File: src/rtl/bridge_pkg.sv
// Shared definitions for the clocked-to-4-phase bundled-data bridge.
package bridge_pkg;

  typedef enum logic [1:0] {
    IDLE   = 2'd0,
    SETUP  = 2'd1,
    REQ_HI = 2'd2,
    ACK_HI = 2'd3
  } bridge_state_t;

  localparam logic [1:0] FIFO_DEPTH = 2'd2;

endpackage

File: src/rtl/sync_ff.sv
// Multi-flop synchronizer for a single asynchronous level, reset to 0.
module sync_ff #(
  parameter int unsigned STAGES = 2
) (
  input  logic clk,
  input  logic rst_n,
  input  logic d,
  output logic q
);

  logic [STAGES-1:0] ff;

  always_ff @(posedge clk or negedge rst_n) begin
    if (!rst_n) ff <= '0;
    else        ff <= {ff[STAGES-2:0], d};
  end

  assign q = ff[STAGES-1];

endmodule

File: src/rtl/sync_to_4phase_bridge.sv
// Clocked valid/ready to 4-phase bundled-data bridge with a 2-entry FIFO
// and a synchronized acknowledge.
module sync_to_4phase_bridge
  import bridge_pkg::*;
#(
  parameter int unsigned wd          = 4,
  parameter int unsigned SYNC_STAGES = 2
) (
  input  logic          clk,
  input  logic          rst_n,
  input  logic          in_valid,
  input  logic [wd-1:0] in_data,
  output logic          in_ready,
  output logic          a_req,
  output logic [wd-1:0] a_data,
  input  logic          a_ack,
  output logic          busy
);

  logic                   ack_s;
  logic [wd-1:0]          mem [FIFO_DEPTH];
  logic                   wr_ptr, rd_ptr;
  logic [1:0]             count;
  logic [SYNC_STAGES-1:0] primed;
  logic                   push, pop;
  bridge_state_t          state, state_next;

  sync_ff #(.STAGES(SYNC_STAGES)) u_ack_sync (
    .clk   (clk),
    .rst_n (rst_n),
    .d     (a_ack),
    .q     (ack_s)
  );

  assign in_ready = (count < FIFO_DEPTH);
  assign push     = in_valid && in_ready;
  assign busy     = (state != IDLE) || (count != '0);

  // ack_s reads 0 straight out of reset regardless of a_ack; hold off new
  // handshakes until the synchronizer holds genuine samples.
  always_ff @(posedge clk or negedge rst_n) begin
    if (!rst_n) primed <= '0;
    else        primed <= {primed[SYNC_STAGES-2:0], 1'b1};
  end

  always_comb begin
    state_next = state;
    pop        = 1'b0;
    case (state)
      IDLE: begin
        if (count != '0 && !ack_s && primed[SYNC_STAGES-1]) begin
          pop        = 1'b1;
          state_next = SETUP;
        end
      end
      SETUP:   state_next = REQ_HI;
      REQ_HI:  if (ack_s)  state_next = ACK_HI;
      ACK_HI:  if (!ack_s) state_next = IDLE;
      default: state_next = IDLE;
    endcase
  end

  always_ff @(posedge clk or negedge rst_n) begin
    if (!rst_n) begin
      state <= IDLE;
      a_req <= 1'b0;
    end else begin
      state <= state_next;
      a_req <= (state_next == REQ_HI);
    end
  end

  always_ff @(posedge clk) begin
    if (push) mem[wr_ptr] <= in_data;
  end

  always_ff @(posedge clk or negedge rst_n) begin
    if (!rst_n) begin
      wr_ptr <= 1'b0;
      rd_ptr <= 1'b0;
      count  <= '0;
      a_data <= '0;
    end else begin
      if (push) wr_ptr <= ~wr_ptr;
      if (pop) begin
        rd_ptr <= ~rd_ptr;
        a_data <= mem[rd_ptr];
      end
      case ({push, pop})
        2'b10:   count <= count + 2'd1;
        2'b01:   count <= count - 2'd1;
        default: count <= count;
      endcase
    end
  end

endmodule

File: config.mk
export PLATFORM = sky130hd
export DESIGN_NAME = sync_to_4phase_bridge
export DESIGN_NICKNAME = d
export VERILOG_FILES = /design/src/rtl/bridge_pkg.sv /design/src/rtl/sync_ff.sv /design/src/rtl/sync_to_4phase_bridge.sv
export SDC_FILE = /design/constraint.sdc
export NUM_CORES = 1
export LEC_CHECK = 0
export CAP_MARGIN = 40
export CELL_PAD_IN_SITES_DETAIL_PLACEMENT = 0
export CELL_PAD_IN_SITES_GLOBAL_PLACEMENT = 1
export CORE_MARGIN = 1
export CORE_UTILIZATION = 28
export DETAILED_ROUTE_END_ITERATION = 10
export DONT_BUFFER_PORTS = 1
export HOLD_SLACK_MARGIN = 0.12
export PLACE_DENSITY = 0.53
export SLEW_MARGIN = 15
export SYNTH_ARGS = -nofsm -noshare
export SYNTH_HDL_FRONTEND = slang
export SYNTH_HIERARCHICAL = 1
export SYNTH_SLANG_ARGS = --single-unit
File: constraint.sdc
create_clock -name clk -period 4 [get_ports clk]
set_clock_uncertainty 0.15 [all_clocks]
set_input_delay 0.8 -clock clk [delete_from_list [all_inputs] [get_ports clk]]
set_output_delay 0.8 -clock clk [all_outputs]
set_load 0.03 [all_outputs]
======== Yosys cells after proc, flatten, opt, wreduce, memory -nomap -nowiden ========
Memory sizes are Yosys's and may differ from the RTL's. A register that Yosys moved wholly into a read port is not among the register bits.
Index checks and enable logic that the tools add are counted.
cells by class
  add/subtract/negate cells ............... 2
  magnitude comparators ................... 1
  eq/ne operators ......................... 6
  mux-type cells .......................... 9
  bitwise operators ....................... 2
  reduce and logical (&&, ||, !) cells .... 10
operators with widths
  cell                 number
  $eq 2x2->1 const B   4
  $pmux 2 s4           1
  $mux 2               3
  $reduce_bool 2->1    3
  $eq 2x1->1 const B   2
  $mux 1               4
  $pmux 2 s2           1
  $logic_and 1x1->1    3
  $add 2x1->2 const B  1
  $logic_not 1->1      2
  $logic_not 2->1      1
  $lt 2x2->1 const B   1
  $not 1->1            2
  $sub 2x1->2 const B  1
  $logic_or 1x1->1     1
word-level totals
  flip-flop bits (word level) ............. 11
  RAM bits ................................ 8
  output and inout bits ................... 7
  memories ................................ 1
memory list
  name  depth  bits a word  rd ports  clocked after Yosys merged registers in  write ports  RTL line                     source
  mem   2      4            1         1                                        1            sync_to_4phase_bridge.sv:21  logic [wd-1:0] mem [FIFO_DEPTH];

======== Depth between registers and ports, before layout ========
Gate-level depths: netlist (run 1).
  word-level depth ........................ 7
  gate-level depth with buffers ........... 7
  gate-level depth less buffers ........... 7

======== By module ========
Netlist (run 1), hierarchy kept.
by module, submodules not included
  module                 times used  cells an instance  area an instance (µm²)
  sync_to_4phase_bridge  1           52                 818.3
  sync_ff                1           2                  50.0

======== Least setup slack after synthesis (run 1) ========
Ideal clock, no wire load.
  path kind ............................... register to output
  start point ............................. register state[0]
  end point ............................... output port busy
  arrival ................................. 0.746 ns
  slack ................................... 2.304 ns
  stages on the path, launching flop included .. 3
  path buffers ............................ 0
  cell sequence ........................... dfrtp_1 nor2_4 nand2_1
between the ends
  cells in the longest elaborated chain, start to end .. 2
RTL lines
  item                    RTL line                     source
  start, declared         sync_to_4phase_bridge.sv:26  bridge_state_t state, state_next;
  start signal, assigned  sync_to_4phase_bridge.sv:68  state <= state_next;
  $reduce_bool 2->1       sync_to_4phase_bridge.sv:37  assign busy = (state != IDLE) || (count != '0);
  $logic_or 1x1->1        sync_to_4phase_bridge.sv:37
  end, declared           sync_to_4phase_bridge.sv:17  output logic busy
Every way passes these cells.

======== Final worst setup path (run 1) ========
Ends and elaborated chain as after synthesis.

==> results of run 1 <==
## cells by family (layout without fill, tap and decap cells)
family                     count (synthesis)  in the layout  share of synthesized area [%]
AOI/OAI and AO/OA                          3              3                          4.178
xor gates and xnor gates                   5              5                          5.043
adders and majority gates                  1              1                          1.441
buffers and inverters                      4              9                          1.729
DFF                                       23             23                          70.89
muxes                                      9              9                          11.67
other                                      1              1                         0.4319
and+or+nand+nor                            8              8                          4.611
## worst max-delay path, delay by kind of cell (launching register included)
family | cells | cell delay [ns]
simple gates | 2 | 0.41
flops | 1 | 0.44
## state kept, by name, summed over array words and instances (netlist names)
signal and flops:
mem 8, a_req 1, primed 2, u_ack_sync/ff 2, wr_ptr 1, rd_ptr 1
state 2, count 2, a_data 4
## layout make-up
cell class,count,area share [%]
multi-input combinational,27,25.17
clock buffer,3,2.384
sequential,23,65.17
tap,31,4.106
timing repair buffer,1,1.060
inverter,4,1.589
clock inverter,1,0.5298
## layer usage
metal	up-vias	GRT usage (%)	part of all wire, %
met2	8	12.13	46
met5	-	0	0
met4	0	7.143	2.1
li1	192	-	-
met3	2	2.902	4.6
met1	198	11.74	47
## cells in the final DEF (no fill, tap or decap)
master,n
and3_1,1
a21oi_1,1
clkinv_2,1
o2111ai_4,1
edfxtp_1,8
dfrtp_1,15
xnor2_1,5
inv_1,4
mux2_2,9
nor2_1,4
nor2_4,1
conb_1,1
clkbuf_4,3
o21ai_0,1
dlygate4sd3_1,1
nand2_1,2
ha_1,1
## worst max path at each step
stage | slack [ns] | endpoint | cells past startpoint
floorplan | 2.30 | busy | 2
global placement | 2.25 | count[1] | 4
detailed placement | 2.26 | count[1] | 4
CTS | 1.89 | busy | 2
global route | 1.84 | busy | 2
finish | 1.91 | busy | 2
## power by group through the flow
stage	Sequential (mW)	Combinational, mW	Clock, mW
after floorplan	0.417	0.133	0
after global placement	0.430	0.150	0
after detailed placement	0.431	0.149	0
after CTS	0.425	0.155	0.110
after global routing	0.433	0.173	0.120
final	0.423	0.152	0.102
## stage by stage
stage	cells	hold WS (ns)	total power, mW	worst slack [ns]
finish	90	0.2103	0.6771	1.909
global route	90	0.2288	0.7260	1.837
CTS	90	0.2152	0.6896	1.890
detailed placement	85	0.1858	0.5804	2.258
global placement	85	0.1831	0.5799	2.246
floorplan	54	0.1812	0.5494	2.304
==> flow_metrics.env, run 1 <==
export IMPL_crit_path_start="state[0]"
export IMPL_synth_edf_count=8
export IMPL_cts_hold_buffers=1
export IMPL_synthDistinctLibCells=14
export IMPL_slew_headroom_pct=53.07
export IMPL_drive_gt1_share_pct=25.42
export IMPL_area_growth_pct=8.790
export IMPL_drv_cap=0
export IMPL_holdPathEnd="u_ack_sync/ff[1]"
export IMPL_worst_pin_slew_ns=0.7017
export IMPL_cts_setup_buffers=0
export IMPL_cp_max_fo=3
export IMPL_drc=0
export IMPL_cts_num_sinks=23
export IMPL_switching_share_pct=36.46
export IMPL_numCtsBuffers=3
export IMPL_overflow=0
export IMPL_ys_warn_count=6
export IMPL_yosysSeqAreaShare_pct=70.89
export IMPL_gp_congestion=0.6549
export IMPL_route_vias_total=400
export IMPL_synthTopCellsByArea="dfrtp_1 (43%), edfxtp_1 (28%), mux2_2 (12%)"
export IMPL_route_antenna_remaining_nets=0
export IMPL_setup_viol=0
export IMPL_dr_pass1_iters=2
export IMPL_syn_nets=63
export IMPL_synthMostInstantiatedCell="dfrtp_1"
export IMPL_worstPathArrival_ns=1.14
export IMPL_p_sw_mw=0.2469
export IMPL_min_period_ns=2.091
export IMPL_status="completed"
export IMPL_clockBufferDepth=2
export IMPL_cp_end_kind="output pin"
export IMPL_cts_resized=0
export IMPL_min_delay_start="u_ack_sync/ff[0]"
export IMPL_hold_viol=0
export IMPL_synth_area_leader_cell="dfrtp_1"
export IMPL_synth_main_ff_cell="dfrtp_1"
export IMPL_pwr_share_seq_pct=62.5
export IMPL_fin_util_pct=33.11
export IMPL_start_util_pct=30.44
export IMPL_grtUsageTotal_pct=8.965
export IMPL_register_area_sq_um=615.6
export IMPL_final_area_sq_um=944.7
export IMPL_hpwl_microns=888.3
export IMPL_tns_ns=0
export IMPL_multiInputGateArea_sq_um=237.7
export IMPL_powerDensity_nw_per_um2=716.8
export IMPL_timing_rr_start="count[1]"
export IMPL_ioPinCount=15
export IMPL_cpPeakStageDelay_ns=0.44
export IMPL_async_reset_ff_share_pct=65.22
export IMPL_grt_pass1_wl_microns=2097
export IMPL_avgViaCountPerCell=4.444
export IMPL_crit_path_cell_trace="nor2_4, nand2_1"
export IMPL_ir_worst_vdd_v=0.0002170
export IMPL_wl_per_cell_microns=14.10
export IMPL_portBuffers=0
export IMPL_fill_cells=291
export IMPL_grt_max_degree=16
export IMPL_clock_latency_ns=0.30
export IMPL_synth_top_area_share_pct=43.23
export IMPL_critical_path_class="reg2out"
export IMPL_p_int_mw=0.4302
export IMPL_synth_seq_cells=23
export IMPL_nNetsFinal=69
export IMPL_finalCritPeriodShare_pct=52.27
export IMPL_syn_inst=54
export IMPL_reg2regPathDepth=5
export IMPL_syn_mean_instance_area_sq_um=16.08
export IMPL_cts_max_level=1
export IMPL_antenna_cells=0
export IMPL_cts_tree="done"
export IMPL_fmax_ghz=0.4783
export IMPL_wl_microns=1269
export IMPL_worst_ep_required_time_ns=3.05
export IMPL_slowest_stage="dfrtp_1"
export IMPL_synthesis_area_sq_um=868.3
export IMPL_num_rows=19
export IMPL_r2r_end="count[1]"
export IMPL_rsz0062_at_grt="no"
export IMPL_postPlaceCellArea_sq_um=907.1
export IMPL_p_leak_nw=0.3838
export IMPL_die_h_microns=57.69
export IMPL_hold_depth=0
export IMPL_worst_setup_path_start_kind="flip-flop"
export IMPL_grt_pass1_vias=424
export IMPL_pwr_share_comb_pct=22.4
export IMPL_final_max_slew_viol_count=0
export IMPL_power_frac_clock_pct=15.1
export IMPL_synthTopCellsByCount="dfrtp_1 (15), mux2_2 (9), edfxtp_1 (8), xnor2_1 (5)"
export IMPL_path_clk_slew_ns=0.12
export IMPL_cts_root_buf="clkbuf_4"
export IMPL_core_area_sq_um=2853
export IMPL_die_w_microns=57.69
export IMPL_dr_first_iter_drc_count=9
export IMPL_hp_class="reg2reg"
export IMPL_die_area_sq_um=3328
export IMPL_reg2reg_slack_ns=2.27
export IMPL_antenna_found_initial=0
Note: power is estimated with default switching activity, not from simulation.
==> run 2, diff against run 1 <==
--- a/config.mk
+++ b/config.mk
@@ -13,7 +13,7 @@
 export DETAILED_ROUTE_END_ITERATION = 10
 export DONT_BUFFER_PORTS = 1
 export HOLD_SLACK_MARGIN = 0.12
-export PLACE_DENSITY = 0.53
+export PLACE_DENSITY = 0.55
 export SLEW_MARGIN = 15
 export SYNTH_ARGS = -nofsm -noshare
 export SYNTH_HDL_FRONTEND = slang
==> constraint.sdc (replaced) <==
create_clock -name clk -period 1.75 [get_ports clk]
set_clock_uncertainty 0.15 [all_clocks]
set_input_delay 0.35 -clock clk [delete_from_list [all_inputs] [get_ports clk]]
set_output_delay 0.35 -clock clk [all_outputs]
set_load 0.03 [all_outputs]
==> run 2 against run 1 <==
The flow now finishes with violations (design-rule violations). Register-to-register slack lost 2.0 ns. Combinational power rose to 2.5 times the previous value. Global-route usage up 0.70 points. Hold slack better by 0.0044 ns. Clock-buffer cell count rose by 1. Critical endpoint unchanged. Sequential share of layout area shrank 4.7 points. Flip-flop and latch count unchanged. Die area stayed put.
==> flow_metrics.env, run 2 (synthesis gave the netlist of run 1 again) <==
export IMPL_path_clk_slew_ns=0.12
export IMPL_cts_tree="done"
export IMPL_hold_depth=0
export IMPL_hpwl_microns=919.7
export IMPL_ioPinCount=15
export IMPL_cts_setup_buffers=0
export IMPL_worstPathArrival_ns=1.13
export IMPL_start_util_pct=30.44
export IMPL_portBuffers=0
export IMPL_status="complete, but fails checks"
export IMPL_reg2regPathDepth=5
export IMPL_avgViaCountPerCell=4.418
export IMPL_fmax_ghz=0.6134
export IMPL_powerDensity_nw_per_um2=1565
export IMPL_cp_num_cells=2
export IMPL_die_h_microns=57.69
export IMPL_slowest_stage="dfrtp_1"
export IMPL_register_area_sq_um=615.6
export IMPL_die_w_microns=57.69
export IMPL_reg_top3="mem x8, a_data x4"
export IMPL_die_area_sq_um=3328
export IMPL_largest_register_ffs=8
export IMPL_cts_hold_buffers=7
export IMPL_worst_pin_slew_ns=0.6835
export IMPL_p_leak_nw=0.4151
export IMPL_numCtsBuffers=3
export IMPL_worst_ep_required_time_ns=1.25
export IMPL_antenna_cells=0
export IMPL_num_rows=19
export IMPL_final_cell_mix="dfrtp_1 (15), mux2_2 (9), edfxtp_1 (8)"
export IMPL_drive_gt1_share_pct=23.88
export IMPL_clock_latency_ns=0.30
export IMPL_layout_cells_non_filler=98
export IMPL_finalCritPeriodShare_pct=93.16
export IMPL_failed_checks="design-rule violations"
export IMPL_area_growth_pct=17.29
export IMPL_worst_setup_path_start_kind="flip-flop"
export IMPL_hold_viol=0
export IMPL_cp_max_fo=3
export IMPL_dr_first_iter_drc_count=5
export IMPL_final_common_cell="dfrtp_1"
export IMPL_cts_num_sinks=23
export IMPL_largest_register="mem"
export IMPL_setup_viol=0
export IMPL_cp_end_kind="output pin"
export IMPL_slew_headroom_pct=54.29
export IMPL_crit_path_cell_trace="nor2_4, nand2_1"
export IMPL_grt_pass1_vias=456
export IMPL_path_buf_inv=0
export IMPL_ir_worst_vdd_v=0.0003798
export IMPL_cts_root_buf="clkbuf_4"
export IMPL_gp_congestion=0.7468
export IMPL_route_vias_total=433
export IMPL_place_inst=87
export IMPL_critical_path_class="reg2out"
export IMPL_critPathTopFamily="flip-flops"
export IMPL_fill_cells=278
export IMPL_antenna_found_initial=0
export IMPL_wl_per_cell_microns=13.34
export IMPL_min_period_ns=1.630
export IMPL_grt_pass1_wl_microns=2194
export IMPL_cts_resized=0
export IMPL_cts_max_level=1
export IMPL_overflow=0
export IMPL_multiInputGateArea_sq_um=237.7
export IMPL_drc=1
export IMPL_tns_ns=0
export IMPL_nNetsFinal=77
export IMPL_grt_max_degree=16
export IMPL_grtUsageTotal_pct=9.665
export IMPL_clockBufferDepth=2
export IMPL_dr_pass1_iters=6
export IMPL_wl_microns=1307
export IMPL_core_area_sq_um=2853
export IMPL_final_max_slew_viol_count=0
export IMPL_drv_cap=0
export IMPL_rsz0062_at_grt="no"
export IMPL_route_antenna_remaining_nets=0
export IMPL_cpPeakStageDelay_ns=0.44
export IMPL_hp_class="reg2reg"
-- run 2: cell types whose count changed in the layout (fill, tap and decap cells not counted), sizes merged --
cell,delta
dlygate4sd3,+6
buf,+2
clkbuf,+1
clkinv,-1
-- run 2: power by group --
group / total, mW / switching, mW / internal, mW
sequential: 0.970 / 0.249 / 0.721
clock: 0.241 / 0.152 / 0.0888
combinational: 0.383 / 0.179 / 0.204
-- run 2: final cells by class --
class                      instances  area share [%]
tap                               31           3.808
clock buffer                       4           2.580
multi-input combinational         27           23.34
sequential                        23           60.44
inverter                           4           1.474
timing repair buffer               9           8.354
-- run 2: path summary, 6_finish.rpt --
check                           slack (ns)        end       from
worst max-delay path                  0.12       busy   state[0]
worst min-delay path                  0.21  primed[1]  primed[0]
worst max register to register        0.23   count[1]   count[0]
worst min register to register        0.21  primed[1]  primed[0]
max in group asynchronous             0.66   state[0]      rst_n
min in group asynchronous             0.36     wr_ptr      rst_n
-- run 2: metrics by stage --
| stage | power (mW) | util, % | setup slack (ns) | cell area (sq um) | hold WS, ns |
|---|---|---|---|---|---|
| 6_report | 1.594 | 35.70 | 0.1196 | 1018 | 0.2147 |
| 5_1_grt | 1.681 | 35.70 | 0.05673 | 1018 | 0.2265 |
| 4_1_cts | 1.615 | 35.70 | 0.1054 | 1018 | 0.2202 |
| 3_5_place_dp | 1.351 | 32.32 | 0.2320 | 922.1 | -0.09511 |
| 3_3_place_gp | 1.346 | 32.32 | 0.2410 | 922.1 | -0.09531 |
| 2_1_floorplan | 1.256 | - | 0.1197 | 868.3 | -0.09559 |
-- run 2: routing by layer --
| layer | GRT usage [%] | share of wire [%] | vias up |
|---|---|---|---|
| met5 | 0 | 0 | - |
| met4 | 8.163 | 2.1 | 0 |
| met3 | 2.455 | 3.7 | 2 |
| met2 | 14.29 | 49 | 7 |
| met1 | 11.86 | 45 | 214 |
| li1 | - | - | 210 |
-- run 2: worst reg2reg max path: stages (launching register included) --
cell	delay, ns
dfrtp_1	0.47
o2111ai_4	0.21
inv_1	0.06
ha_1	0.30
nor2_1	0.14
xnor2_1	0.13
